==> config.mk <==
export PLATFORM = sky130hd
export DESIGN_NAME = fetch_datapath
export DESIGN_NICKNAME = d
export VERILOG_FILES = /design/src/rtl/fetch_datapath.sv
export SDC_FILE = /design/constraint.sdc
export NUM_CORES = 1
export LEC_CHECK = 0
export CAP_MARGIN = 10
export CORE_MARGIN = 3
export CORE_UTILIZATION = 32
export DETAILED_ROUTE_END_ITERATION = 7
export GPL_ROUTABILITY_DRIVEN = 1
export GPL_TIMING_DRIVEN = 0
export PLACE_DENSITY = 0.65
export SLEW_MARGIN = 20
export SYNTH_ARGS = -nofsm -noshare
export SYNTH_HDL_FRONTEND = slang
export SYNTH_SLANG_ARGS = --single-unit
==> constraint.sdc <==
create_clock -name CLK -period 2.15 [get_ports CLK]
set_input_delay 0.43 -clock CLK [delete_from_list [all_inputs] [get_ports CLK]]
set_output_delay 0.43 -clock CLK [all_outputs]
set_load 0.01 [all_outputs]
==> src/rtl/fetch_datapath.sv <==
// Instruction-fetch datapath: PC, IRU/IRL, unified memory port and a
// two-byte fetch sequencer with protocol-violation tracking.
module fetch_datapath #(
  parameter int unsigned       ADDR_W   = 8,
  parameter int unsigned       DATA_W   = 8,
  parameter logic [ADDR_W-1:0] RESET_PC = '0
) (
  input  logic              CLK,
  input  logic              RESET_N,
  input  logic              LOAD_PC,
  input  logic              INC_PC,
  input  logic              FETCH,
  input  logic              LOAD_IRU,
  input  logic              LOAD_IRL,
  input  logic              STORE_MEM,
  input  logic [DATA_W-1:0] AC,
  input  logic [DATA_W-1:0] MEM_RDATA,
  output logic [ADDR_W-1:0] MEM_ADDR,
  output logic              MEM_RE,
  output logic              MEM_WE,
  output logic [DATA_W-1:0] MEM_WDATA,
  output logic [ADDR_W-1:0] PC,
  output logic [DATA_W-1:0] IRU,
  output logic [DATA_W-1:0] IRL,
  output logic [7:0]        OPCODE,
  output logic              INSTR_VALID,
  output logic [15:0]       INSTR_COUNT,
  output logic              SEQ_ERR
);

  typedef enum logic {EXP_U, EXP_L} seq_state_e;

  seq_state_e        state_q, state_d;
  logic [ADDR_W-1:0] pc_q, pc_d;
  logic [DATA_W-1:0] iru_q, iru_d;
  logic [DATA_W-1:0] irl_q, irl_d;
  logic              have_instr_q, have_instr_d;
  logic              fetch_pending_q, fetch_pending_d;
  logic              instr_valid_q, instr_valid_d;
  logic [15:0]       instr_count_q, instr_count_d;
  logic              seq_err_q, seq_err_d;

  logic store_en;
  logic complete;
  logic violation;

  // A read always wins over a simultaneous store on the shared port.
  assign store_en  = STORE_MEM & ~FETCH;
  assign MEM_RE    = FETCH;
  assign MEM_WE    = store_en;
  assign MEM_ADDR  = store_en ? ADDR_W'(irl_q) : pc_q;
  assign MEM_WDATA = AC;

  assign complete  = LOAD_IRL & (state_q == EXP_L);

  assign violation = ((LOAD_IRU | LOAD_IRL) & ~fetch_pending_q)
                   | (LOAD_IRL & (state_q == EXP_U))
                   | (LOAD_IRU & (state_q == EXP_L))
                   | (LOAD_IRU & LOAD_IRL)
                   | (FETCH & STORE_MEM);

  always_comb begin
    pc_d            = pc_q;
    iru_d           = iru_q;
    irl_d           = irl_q;
    have_instr_d    = have_instr_q;
    fetch_pending_d = fetch_pending_q;
    instr_valid_d   = 1'b0;
    instr_count_d   = instr_count_q;
    seq_err_d       = seq_err_q | violation;
    state_d         = state_q;

    if (LOAD_PC) begin
      pc_d = have_instr_q ? ADDR_W'(irl_q) : RESET_PC;
    end else if (INC_PC) begin
      pc_d = pc_q + ADDR_W'(1);
    end

    // Registers capture on their strobe even when the sequencer disagrees.
    if (LOAD_IRU) iru_d = MEM_RDATA;
    if (LOAD_IRL) irl_d = MEM_RDATA;

    if (FETCH) begin
      fetch_pending_d = 1'b1;
    end else if (LOAD_IRU | LOAD_IRL) begin
      fetch_pending_d = 1'b0;
    end

    unique case (state_q)
      EXP_U: if (LOAD_IRU) state_d = EXP_L;
      EXP_L: if (LOAD_IRL) state_d = EXP_U;
      default: state_d = EXP_U;
    endcase

    if (complete) begin
      have_instr_d  = 1'b1;
      instr_valid_d = 1'b1;
      if (instr_count_q != '1) instr_count_d = instr_count_q + 16'd1;
    end
  end

  always_ff @(posedge CLK or negedge RESET_N) begin
    if (!RESET_N) begin
      state_q         <= EXP_U;
      pc_q            <= RESET_PC;
      iru_q           <= '0;
      irl_q           <= '0;
      have_instr_q    <= 1'b0;
      fetch_pending_q <= 1'b0;
      instr_valid_q   <= 1'b0;
      instr_count_q   <= '0;
      seq_err_q       <= 1'b0;
    end else begin
      state_q         <= state_d;
      pc_q            <= pc_d;
      iru_q           <= iru_d;
      irl_q           <= irl_d;
      have_instr_q    <= have_instr_d;
      fetch_pending_q <= fetch_pending_d;
      instr_valid_q   <= instr_valid_d;
      instr_count_q   <= instr_count_d;
      seq_err_q       <= seq_err_d;
    end
  end

  assign PC          = pc_q;
  assign IRU         = iru_q;
  assign IRL         = irl_q;
  assign OPCODE      = 8'(iru_q);
  assign INSTR_VALID = instr_valid_q;
  assign INSTR_COUNT = instr_count_q;
  assign SEQ_ERR     = seq_err_q;

endmodule
# Word level (Yosys, flattened, before mapping)
# Cells that the tools add are included.
# W data, S select, Z words.
totals:
  ff_bits: 45
  input_bits: 24
  elab_cells: 41
classes:
  addsub: 2
  eq_ne: 1
  n_mux: 10
  bitwise_logic: 16
  reduce_logical: 3
ops:
  columns: ["operator", "n"]
  rows:
  - ["$mux W8", 4]
  - ["$add A16 B1 Y16 const B", 1]
  - ["$ne A16 B16 Y1 const B", 1]
  - ["$add A8 B1 Y8 const B", 1]
  - ["$and A1 B1 Y1", 7]
  - ["$or A1 B1 Y1", 6]
  - ["$mux W1", 5]
  - ["$reduce_bool A2 Y1", 2]
  - ["$not A1 Y1", 3]
  - ["$pmux W1 S2", 1]
  - ["$reduce_and A2 Y1", 1]

# Logic depth before layout (Yosys ltp)
depth:
  depth_word: 7
  mapped_depth: 5

# Worst setup path before layout
# OpenSTA, ideal clock, no wires.
synth_path:
  path_type: "register to register"
  start: "reg instr_count_q[0], in the netlist INSTR_COUNT[0]"
  end: "reg instr_count_q[1], in the netlist INSTR_COUNT[1]"
  setup_ns: 0.128
  arrival_ns: 1.441
  required_ns: 2.022
  slack_ns: 0.581
  path_stages_with_launch: 5
  n_path_buf: 0
  synth_period_minus_slack_ns: 1.569
  cell_sequence: "dfrtp_1 > ha_1 > nand4_1 > o21ai_2 > mux2_1"
synth_between:
  elab_chain_cells: 2
synth_rtl:
  columns: ["item", "line", "text"]
  rows:
  - ["start, declared", "40", "logic [15:0] instr_count_q, instr_count_d;"]
  - ["start signal, assigned", "121", "instr_count_q <= instr_count_d;"]
  - ["parallel branches: the longest is 2 deep, another holds $add A16 B1 Y16", null, null]
# Parallel ways; which one is timed is not known.
# A chain may end at the register's enable or synchronous reset.

# Worst setup path after layout
layout_path:
  start: "in FETCH"
  end: "out MEM_ADDR[2]"
layout_between:
  elab_chain_cells: 3
layout_rtl:
  columns: ["item", "line", "text"]
  rows:
  - ["start, declared", "12", "input logic FETCH,"]
  - ["$not A1 Y1", "48", "assign store_en = STORE_MEM & ~FETCH;"]
  - ["$and A1 B1 Y1", "48", null]
  - ["$mux W8", "51", "assign MEM_ADDR = store_en ? ADDR_W'(irl_q) : pc_q;"]
  - ["end, declared", "18", "output logic [ADDR_W-1:0] MEM_ADDR,"]
# Every way passes these cells.

==> metrics.log <==
INFO  metric power_per_cell_area = 714 nW/um^2
INFO  metric synth_top_flop_cell = sky130_fd_sc_hd__dfrtp_1
INFO  metric net_count_after_synthesis = 229
INFO  metric critPathMaxFanout = 5
INFO  metric pin_count_of_the_biggest_net_entering_global_routing = 29
INFO  metric vias_per_cell = 4.70
INFO  metric critical_path.cell_chain = dlygate4sd2_1, nor2b_4, buf_6, mux2_2, clkdlybuf4s15_2
INFO  metric cts_repair_resize_count = 32
INFO  metric gr-total-overflow = 0
INFO  metric path_clk_slew = 0.09 ns
INFO  metric synth_top_cells_by_area = sky130_fd_sc_hd__dfrtp_1 48%, sky130_fd_sc_hd__mux2_2 12%, sky130_fd_sc_hd__buf_4 5.5%, sky130_fd_sc_hd__xnor2_1 3.0%, sky130_fd_sc_hd__xor2_1 3.0%
INFO  metric number_of_instances_in_the_synthesized_netlist = 203
INFO  metric critical_path.reg2reg.endpoint = INSTR_COUNT[1]
INFO  metric gp_routability_congestion = 0.791
INFO  metric timing.slew.headroom = 62.4%
INFO  metric htree_levels = 2
INFO  metric drt_first_iter_violations = 60
INFO  metric post-route-min-period = 2.03 ns
INFO  metric cts_root_buffer = sky130_fd_sc_hd__clkbuf_8
INFO  metric cp-start-kind = primary input
INFO  metric cts_buffer_depth = 2
INFO  metric worst_setup_path_end_kind = output port
INFO  metric design.final.nets = 319
INFO  metric port_buffers = 81
INFO  metric ys_async_sr_fraction = 100%
INFO  metric setup_viol = 0
INFO  metric num-fill-cells = 669
INFO  metric outcome = finished, final reports clean
INFO  metric drtAntennaViolNets = 0
INFO  metric floorplan.die.height = 91.2 um
INFO  metric timing.reg2reg.setup_slack = 0.35 ns
INFO  metric hold_viol_final = 0
INFO  metric synthDistinctLibCells = 43
INFO  metric synth-edff-count = 0
INFO  metric crit_type = in -> out
INFO  metric global_route_wire_length_before_repair = 9.48 mm
INFO  metric detailroute.via_count = 1832
INFO  metric syn_avg_cell_area = 11.5 sq um
INFO  metric hpwl = 4.19 mm
INFO  metric fmaxAchievable = 493 MHz
INFO  metric timing.max_cap.violations = 0
INFO  metric yosysWarnings = 0
INFO  metric synth_top_cell_by_area = sky130_fd_sc_hd__dfrtp_1
INFO  metric route.detailed.drc = 0
INFO  metric antenna_found_initial = 0
INFO  metric drv_slew = 0
INFO  metric cts_post_setup_buffers_inserted = 0
INFO  metric postLayoutCoreUtil = 48.9%
INFO  metric chipWidth = 91.2 um
INFO  metric grt_setup_unrepaired = false
INFO  metric clock_insertion_delay_worst_skew = 0.30 ns
INFO  metric critical_path.slowest_cell = sky130_fd_sc_hd__mux2_2
INFO  metric core.rowCount = 30
INFO  metric power.leakage = 1.39 nW
INFO  metric final.setup_skew = 0.00354 ns
INFO  metric routed_wl = 5.70 mm
INFO  metric drt-pass1-iter-count = 4
INFO  metric timing.final.ws_setup = 0.121 ns
INFO  metric critical_path_arrival = 1.60 ns
INFO  metric cts_hold_buf = 0
INFO  metric antennaDiodeCount = 0
INFO  metric vdd_drop_max = 0.368 mV
INFO  metric critPathRequiredTime = 1.72 ns
INFO  metric synth_seq_cells = 45
INFO  metric wl_per_cell = 14.6 um
INFO  metric io_pins = 92
INFO  metric die_area = 8320 sq um
INFO  metric yosys.area.top_type_share = 48.4%
INFO  metric yosysSeqAreaShare = 48.4%
INFO  metric core_ar = 6910 sq um
INFO  metric worstReg2RegStart = INSTR_COUNT[0]
INFO  metric preCtsSetupSlack = -0.521 ns
INFO  metric crit_path_max_incr_delay = 0.33 ns
INFO  metric layout-drive-gt1-share = 25.9%
INFO  metric tightest_slew = 0.564 ns
INFO  metric netlist_area = 2320 sq um
INFO  metric class_of_the_worst_hold_path = in -> async
INFO  metric worst_reg_to_reg_cells = 4
INFO  metric area_delta_synth_final = 45.4%
INFO  metric hold-worst-slack = 0.0623 ns
INFO  metric globalRouteTotalUtil = 14.2%
INFO  metric vias_in_the_first_global_route = 1820
INFO  metric numCtsBuffers = 5
INFO  metric final_min_period_over_clock_period = 94.4%
INFO  metric tritoncts = built
INFO  metric cts_num_sinks = 45
INFO  metric start_util = 33.7%
[cells in the mapped netlist (all sizes together), types with 2 or more instances]
library cell  count
ha                2
o21ai            11
o211ai            2
or2               2
nand3             9
xnor2             8
clkbuf            4
and2              2
and3              2
inv               3
nor2b             2
nand4             6
nor3              7
mux2             27
nor2              4
xor2              8
dfrtp            45
buf              19
and4              2
nor4              4
a21oi             5
nand2            18
mux2i             2
[sequential cells by signal (all words and copies together), names as in the netlist]
| register | cells |
|---|---|
| state_q | 1 |
| fetch_pending_q | 1 |
| INSTR_COUNT | 16 |
| have_instr_q | 1 |
| INSTR_VALID | 1 |
| IRU | 8 |
| SEQ_ERR | 1 |
| PC | 8 |
| IRL | 8 |
[kinds of logic (layout without fill, tap and decap cells)]
group / after synthesis / count (layout) / synth area share (%)
fa+ha+maj: 2 / 2 / 1.08
buf+inv: 27 / 118 / 7.21
compound gates: 24 / 24 / 6.41
xor+xnor: 16 / 16 / 6.03
mux: 29 / 29 / 13.9
simple gates: 60 / 60 / 16.9
flops: 45 / 45 / 48.4
[area by class of cell]
type                       instances  area (sq um)  share of cell area, %
buffer                            23           159                   4.70
timing repair buffer              83           828                   24.5
sequential                        45          1130                   33.3
inverter                           4          15.0                  0.444
multi-input combinational        131          1040                   30.7
tap                               96           120                   3.55
clock buffer                       5          68.8                   2.04
clock inverter                     3          25.0                  0.740
[cell usage in the layout (no fill, tap or decap), drive strengths merged]
master,instances
a21boi,1
a21oi,5
a221o,1
a31o,1
and2,2
and3,2
and4,2
buf,24
clkbuf,9
clkdlybuf4s15,6
clkdlybuf4s50,70
clkinv,1
clkinvlp,1
dfrtp,45
dlygate4sd2,2
ha,2
inv,5
mux2,27
mux2i,2
nand2,18
nand2b,1
nand3,9
nand4,6
nor2,4
nor2b,2
nor3,7
nor4,4
nor4b,1
o2111ai,1
o211ai,2
o21a,1
o21ai,11
o21bai,1
or2,2
xnor2,8
xor2,8
[report_power, final]
part / internal, mW / switching [mW] / total (mW)
clock: 0.237 / 0.321 / 0.558
combinational: 0.445 / 0.291 / 0.736
sequential: 0.960 / 0.160 / 1.12
[routing by layer]
metal  vias to the layer above  GRT usage (%)  share of wire [%]
li1                        880              -                  -
met1                       873           19.4                 46
met2                        74           21.6                 45
met3                         5           5.14                8.4
met4                         0           3.02               0.74
met5                         -              0                  0
[worst max-delay path by stage]
| stage | start | end | slack, ns | depth (start not counted) |
|---|---|---|---|---|
| CTS | FETCH | MEM_ADDR[2] | 0.1 | 5 |
| floorplan | INSTR_COUNT[0] | INSTR_COUNT[1] | 0.58 | 4 |
| finish | FETCH | MEM_ADDR[2] | 0.12 | 5 |
| global route | FETCH | MEM_ADDR[2] | 0.07 | 5 |
| global placement | RESET_N | fetch_pending_q | -0.69 | 1 |
| detailed placement | STORE_MEM | MEM_ADDR[5] | -0.52 | 5 |
[worst max-delay path, delay by kind of cell]
family,cells,cell delay (ns)
multiplexers,1,0.33
buffers and inverters,3,0.66
AND/OR/NAND/NOR,1,0.17
[metrics by stage]
stage	power, mW	setup TNS (ns)	cell area, sq um	instances
after floorplan	1.44	0	2320	203
after global placement	1.87	-34.97	3260	380
after detailed placement	1.88	-4.24	3270	381
after CTS	2.45	0	3380	390
after global routing	2.57	0	3380	390
final	2.41	0	3380	390
No activity file was read; power rests on OpenSTA's default activity.
